`config.mk`:
```
export PLATFORM = sky130hd
export DESIGN_NAME = block_check_arbiter
export DESIGN_NICKNAME = d
export VERILOG_FILES = /design/src/rtl/block_check_arbiter.sv
export SDC_FILE = /design/constraint.sdc
export NUM_CORES = 1
export LEC_CHECK = 0
export CAP_MARGIN = 10
export CORE_MARGIN = 2
export CORE_UTILIZATION = 38
export DETAILED_ROUTE_END_ITERATION = 10
export GPL_ROUTABILITY_DRIVEN = 0
export PLACE_DENSITY = 0.8
export SYNTH_ARGS = -nofsm -noshare
export SYNTH_HDL_FRONTEND = slang
export SYNTH_SLANG_ARGS = --single-unit
```
`constraint.sdc`:
```
create_clock -name clk -period 1.55 [get_ports clk]
set_clock_uncertainty 0.1 [all_clocks]
set_input_delay 0.3875 -clock clk [delete_from_list [all_inputs] [get_ports clk]]
set_output_delay 0.3875 -clock clk [all_outputs]
set_load 0.02 [all_outputs]
```
`src/rtl/block_check_arbiter.sv`:
```
// block_check_arbiter: two character-stream requesters share one begin/end checker, granted round-robin.
// Optional idle-stream abort (extra `timeout` port) is compiled in with `define BLOCK_ARB_TIMEOUT_EN.
module block_check_arbiter #(
    parameter int TO_W   = 8,
    parameter int TO_MAX = 200
) (
    input  logic        clk,
    input  logic        reset,
    input  logic [1:0]  req,
    input  logic [1:0]  valid,
    input  logic [1:0]  last,
    input  logic [7:0]  char0,
    input  logic [7:0]  char1,
    output logic [1:0]  ready,
    output logic [7:0]  chk_in,
    output logic        chk_ce,
    output logic        chk_rst,
    input  logic        chk_result,
    output logic        done,
    output logic        done_id,
    output logic        done_ok,
    output logic        busy,
    output logic [15:0] file_cnt
`ifdef BLOCK_ARB_TIMEOUT_EN
    ,
    output logic        timeout
`endif
);
    typedef enum logic [1:0] {
        ST_IDLE   = 2'd0,
        ST_CLEAR  = 2'd1,
        ST_STREAM = 2'd2,
        ST_DONE   = 2'd3
    } state_t;

    state_t      state_r;
    logic        grant_r;
    logic        last_grant_r;
    logic [1:0]  ready_r;
    logic        done_r;
    logic        done_id_r;
    logic        busy_r;
    logic [15:0] file_cnt_r;

    logic        pick_s;
    logic        g_valid_s;
    logic        g_last_s;
    logic [7:0]  g_char_s;
    logic        xfer_s;

    // Round-robin choice: on a tie the requester that did not win last time is taken
    always_comb begin
        if (req == 2'b11) begin
            pick_s = ~last_grant_r;
        end else if (req[1]) begin
            pick_s = 1'b1;
        end else begin
            pick_s = 1'b0;
        end
    end

    // Handshake view of the granted requester only; the other side is ignored
    always_comb begin
        if (grant_r) begin
            g_valid_s = valid[1];
            g_last_s  = last[1];
            g_char_s  = char1;
        end else begin
            g_valid_s = valid[0];
            g_last_s  = last[0];
            g_char_s  = char0;
        end
    end

    assign xfer_s = (state_r == ST_STREAM) & g_valid_s;

`ifdef BLOCK_ARB_TIMEOUT_EN
    localparam logic [TO_W-1:0] TO_LIM = TO_W'(TO_MAX - 1);

    logic [TO_W-1:0] to_cnt_r;
    logic            timeout_r;
    logic            to_hit_s;

    assign to_hit_s = (state_r == ST_STREAM) & ~g_valid_s & (to_cnt_r == TO_LIM);

    // Idle counter: zero outside STREAM and on every transfer, counts stalled STREAM cycles
    always_ff @(posedge clk or negedge reset) begin
        if (!reset) begin
            to_cnt_r <= {TO_W{1'b0}};
        end else if ((state_r != ST_STREAM) || g_valid_s) begin
            to_cnt_r <= {TO_W{1'b0}};
        end else begin
            to_cnt_r <= to_cnt_r + {{(TO_W-1){1'b0}}, 1'b1};
        end
    end

    assign timeout = timeout_r;
    assign done_ok = done_r & chk_result & ~timeout_r;
`else
    logic unused_cfg_s;
    assign unused_cfg_s = (TO_W > 0) ^ (TO_MAX > 0);
    assign done_ok      = done_r & chk_result;
`endif

    // Controller FSM with registered grant, ready, done and bookkeeping outputs
    always_ff @(posedge clk or negedge reset) begin
        if (!reset) begin
            state_r      <= ST_IDLE;
            grant_r      <= 1'b0;
            last_grant_r <= 1'b1;
            ready_r      <= 2'b00;
            done_r       <= 1'b0;
            done_id_r    <= 1'b0;
            busy_r       <= 1'b0;
            file_cnt_r   <= 16'd0;
`ifdef BLOCK_ARB_TIMEOUT_EN
            timeout_r    <= 1'b0;
`endif
        end else begin
            case (state_r)
                ST_IDLE: begin
                    done_r <= 1'b0;
                    if (|req) begin
                        grant_r      <= pick_s;
                        last_grant_r <= pick_s;
                        busy_r       <= 1'b1;
                        state_r      <= ST_CLEAR;
                    end else begin
                        state_r <= ST_IDLE;
                    end
                end
                ST_CLEAR: begin
                    ready_r <= grant_r ? 2'b10 : 2'b01;
                    state_r <= ST_STREAM;
                end
                ST_STREAM: begin
                    if (xfer_s && g_last_s) begin
                        ready_r    <= 2'b00;
                        done_r     <= 1'b1;
                        done_id_r  <= grant_r;
                        file_cnt_r <= file_cnt_r + 16'd1;
                        state_r    <= ST_DONE;
                    end
`ifdef BLOCK_ARB_TIMEOUT_EN
                    else if (to_hit_s) begin
                        ready_r    <= 2'b00;
                        done_r     <= 1'b1;
                        done_id_r  <= grant_r;
                        timeout_r  <= 1'b1;
                        file_cnt_r <= file_cnt_r + 16'd1;
                        state_r    <= ST_DONE;
                    end
`endif
                    else begin
                        state_r <= ST_STREAM;
                    end
                end
                ST_DONE: begin
                    done_r  <= 1'b0;
                    busy_r  <= 1'b0;
`ifdef BLOCK_ARB_TIMEOUT_EN
                    timeout_r <= 1'b0;
`endif
                    state_r <= ST_IDLE;
                end
                default: begin
                    ready_r <= 2'b00;
                    done_r  <= 1'b0;
                    busy_r  <= 1'b0;
                    state_r <= ST_IDLE;
                end
            endcase
        end
    end

    assign ready    = ready_r;
    assign done     = done_r;
    assign done_id  = done_id_r;
    assign busy     = busy_r;
    assign file_cnt = file_cnt_r;
    assign chk_ce   = xfer_s;
    assign chk_in   = (state_r == ST_STREAM) ? g_char_s : 8'd32;
    // Checker is also held clear for as long as reset is asserted
    assign chk_rst  = (state_r == ST_CLEAR) | ~reset;

endmodule
```
Word level (Yosys, flattened, before mapping) --
Index checks and enable logic that the tools add are counted.
Storage, ports and cells: register bits 25, input port bits 25, output and inout bits 32, word-level logic and storage cells 48
Operators by class: add/subtract/negate cells 1, equality and inequality tests 6, mux-type cells 16, bitwise operators 5, reduce and logical (&&, ||, !) cells 12
Operators by type and width (count):
- $add 16x1->16 const B | 1
- $mux 8 | 2
- $reduce_and 2->1 | 5
- $mux 1 | 8
- $pmux 2 s4 | 1
- $eq 2x2->1 const B | 3
- $reduce_bool 2->1 | 3
- $mux 2 | 2
- $ne 2x2->1 const B | 2
- $pmux 1 s2 | 2
- $pmux 2 s2 | 1
- $reduce_or 2->1 | 2
- $and 1x1->1 | 2
- $eq 2x1->1 const B | 1
- $logic_not 2->1 | 1
- $not 1->1 | 2
- $logic_and 1x1->1 | 1
- $or 1x1->1 | 1

Logic depth before layout (Yosys ltp) --
depth after elaboration 5, depth in mapped cells 7, depth with buffers taken out 6

Least setup slack after synthesis --
OpenSTA, ideal clock, no wires.
path kind flip-flop to output port, from reg state_r[0], to out chk_ce, arrival 1.390 ns, required time 1.062 ns, path slack -0.327 ns, cell stages (with the launch flop) 6, path buffers 2, cell sequence dfrtp_1 > inv_1 > ha_1 > buf_2 > clkbuf_1 > nor2b_1
On the way: word-level cells in the longest chain between the ends 2
RTL lines:
- start: declaration | line 36 | state_t state_r;
- start signal: assignment | line 108 | state_r <= ST_IDLE;
- start signal: assignment | line 127 | state_r <= ST_CLEAR;
- start signal: assignment | line 129 | state_r <= ST_IDLE;
- $eq 2x2->1 | line 75 | assign xfer_s = (state_r == ST_STREAM) & g_valid_s;
- $and 1x1->1 | line 75
- end: declaration | line 16 | output logic chk_ce,
No other way between the ends.

Worst setup path after layout --
from reg grant_r, to out chk_in[6]
On the way: word-level cells in the longest chain between the ends 2
RTL lines:
- start: declaration | line 37 | logic grant_r;
- start signal: assignment | line 124 | grant_r <= pick_s;
- $mux 8 | line 64 | if (grant_r) begin
- $mux 8 | line 182 | assign chk_in = (state_r == ST_STREAM) ? g_char_s : 8'd32;
- end: declaration | line 15 | output logic [7:0] chk_in,
No other way between the ends.

==> run summary <==
Status: finished with violations
Failing checks: setup timing
H-tree level count: 1
Slew HR: 78.00%
Pwr Density: 1514 mW/mm2
Syn avg cell area: 10.64 um2
RSZ-0062 raised after global routing: yes
Routed length per instance: 15.80 um
IO Port Bufs: 56
Cell Area, Synth: 0.001361 mm2
Die X: 63.86 um
Layout cell share with drive strength beyond 1: 56.84%
Post-route setup TNS: -5.179 ns
Worst path depth: 4
Critical path fanouts, max: 5
CP endpoint kind: output pin
Antenna violations before repair: 0
Starting Density: 40.16%
Reg clk slew, reported paths: 0.15 ns
Leakage power: 1.244 nW
Detail Route Antenna Nets: 0
First-pass GRT wire length: 6934 um
Post-synthesis cell type count: 31
Setup Viol. Count Final: 28
Critical path class: reg -> out
Crit path largest cell delay: 0.47 ns
DRC viols: 0
# clock sinks: 25
Worst Path Buf+Inv: 2
Pin count of the biggest net entering global routing: 26
Required @ worst endpoint: 1.06 ns
DR vias/cell: 5.000
Vias in the first global route: 1461
Maxcap violations: 0
Total gr overflow: 0
Pre-antenna DRT Iters: 4
Post-DP HPWL: 2690 um
Reg-to-reg startpoint: state_r[0]$_DFF_PN0_
Clk Latency, worst-skew pair: 0.33 ns
R2R Path End: file_cnt[4]$_DFFE_PN0P_
Top Ports: 57
Fin. Hold Viols: 0
# rows: 21
Crit-path cells: buf_12 -> mux2i_4 -> nor2b_4 -> buf_6
Total Die Area: 0.004077 mm2
CP max stage cell: dfrtp_2
HP Start: file_cnt[15]$_DFFE_PN0P_
Synth-to-layout area growth: 97.15%
Cells after synthesis: 128
Worst path top cell family by delay: flip-flops
Min Tclk post-route: 1.886 ns
Synthesized flop and latch total: 25
DR vias: 1400
Post-Route WL: 4424 um
Period utilization: 121.7%
Hold path endpoint: file_cnt[15]$_DFFE_PN0P_
Syn_nets: 158
Worst Hold Path Cells: 1
Clock Path Buffers: 2
Antenna diodes: 0
Worst vdd ir: 752.0 uV
Ys Warns: 0
Seq/Total Area, Yosys: 46.05%
Final Max Slew Viols: 0
Slew @ Worst Pin: 0.3300 ns
Reg-to-reg setup timing slack: -0.20 ns
Critical path launch point type: flop
Cts hold-fix bufs: 0
Starting DRT DRC Count: 30
Gr usage total: 21.52%
Nets: 265
Cts bufs inserted: 3
Hold WC Path Type: reg -> reg
Min Hold Slack: 0.3968 ns
CTS tree: built
Core ar.: 0.003390 mm2
Vert. Die Dim: 63.86 um
Arr. time, crit path: 1.40 ns
Final worst slack: -0.3359 ns
Worst r2r path cells: 8
FMAX: 530.3 MHz
Clk root buf: clkbuf_4
## layout make-up
type,instances,area [um2]
inverter,4,15.01
clock buffer,3,22.52
timing repair buffer,106,975.9
tap,46,57.56
clock inverter,1,8.758
sequential,25,628.1
multi-input combinational,95,975.9
fill,202,705.7
## worst max path at each step
stage                            to                 start
after global placement       chk_ce              valid[1]
after floorplan              chk_ce  state_r[0]$_DFF_PN0_
final                     chk_in[6]   grant_r$_DFFE_PN0P_
after CTS                 chk_in[6]   grant_r$_DFFE_PN0P_
after global routing      chk_in[6]   grant_r$_DFFE_PN0P_
after detailed placement     chk_ce              valid[1]
## sequential cells by signal (all words and copies together) (netlist names)
register	count
last_grant_r	1
grant_r	1
file_cnt	16
done	1
ready	2
done_id	1
busy	1
state_r	2
## per-layer routing
layer	vias up	GRT usage (%)	routed length, um
met3	2	4.225	301
met5	-	0	0
met4	0	4.076	26
met2	66	40.76	2280
li1	657	-	-
met1	675	24.92	1816
## power breakdown
group	internal, mW	switching [mW]	total [mW]
clock	0.105	0.213	0.318
sequential	0.820	0.126	0.946
combinational	1.55	1.24	2.80
## cells in the mapped netlist
cell type,number,area (um2)
a21boi_2,1,11.26
a21oi_1,3,15.01
a21oi_2,1,8.760
a21oi_4,1,16.27
a31o_2,1,8.760
a31oi_1,2,12.51
a32o_1,1,10.01
and2_1,1,6.260
and3_1,4,25.02
and4_1,1,8.760
buf_2,2,10.01
buf_6,1,11.26
clkbuf_1,1,3.750
dfrtp_1,24,600.6
dfstp_2,1,26.28
ha_1,5,62.56
inv_1,4,15.01
mux2_2,1,11.26
mux2i_1,11,110.1
nand2_1,12,45.04
nand2b_1,1,6.260
nand3_1,10,50.05
nand3_2,1,10.01
nand3b_4,1,20.02
nand4_1,6,37.54
nor2_1,4,15.01
nor2b_1,8,50.05
o21ai_0,2,10.01
o22ai_1,2,12.51
xnor2_1,12,105.1
xor2_1,3,26.28
## cell usage in the layout (no fill, tap or decap), types with 3 or more instances in the layout
| cell | count |
|---|---|
| a21oi_1 | 3 |
| and3_1 | 3 |
| buf_4 | 36 |
| buf_6 | 22 |
| clkbuf_2 | 11 |
| clkbuf_4 | 3 |
| clkdlybuf4s15_2 | 7 |
| clkdlybuf4s50_1 | 23 |
| dfrtp_1 | 23 |
| mux2i_1 | 5 |
| mux2i_4 | 5 |
| nand2_1 | 7 |
| nand2_2 | 3 |
| nand3_1 | 5 |
| nand3_2 | 4 |
| nand4_1 | 6 |
| nor2_1 | 3 |
| nor2b_2 | 3 |
| nor2b_4 | 5 |
| xnor2_1 | 10 |
## kinds of logic after synthesis
group,share of synthesized area (%)
AO/OA/AOI/OAI,7.721
XOR/XNOR,9.651
adder cells (fa/ha/maj),4.596
buffers and inverters,2.941
flip-flops,46.05
multiplexers,8.916
AND/OR/NAND/NOR,20.13
## metrics by stage
step / power (mW) / setup WS, ns / utilization, % / instance area [um2] / cells
floorplan: 2.095 / -0.02782 / - / 1425 / 128
global placement: 2.900 / -0.6078 / 65.85 / 2232 / 255
detailed placement: 2.980 / -0.6289 / 65.85 / 2232 / 255
CTS: 3.878 / -0.3644 / 76.93 / 2608 / 271
global route: 4.292 / -0.4052 / 79.18 / 2684 / 280
finish: 4.063 / -0.3359 / 79.18 / 2684 / 280
## what timing repair did
action | 4_1_cts | 5_1_grt
gates cloned | 1 | 0
pin swaps | 12 | 17
buffers inserted | 12 | 10
resized for setup | 158 | 35
endpoints found under the hold margin | 0 | 0
endpoints found under the setup margin | 48 | 50
## worst register-to-register path: stages (launching register included)
cell and delay, ns:
dfrtp_1 0.43, inv_2 0.09, ha_4 0.18, buf_6 0.11, buf_6 0.12, nand2_4 0.06, a21oi_4 0.23, and3_4 0.25
xor2_2 0.12
No activity file was read; power rests on OpenSTA's default activity.
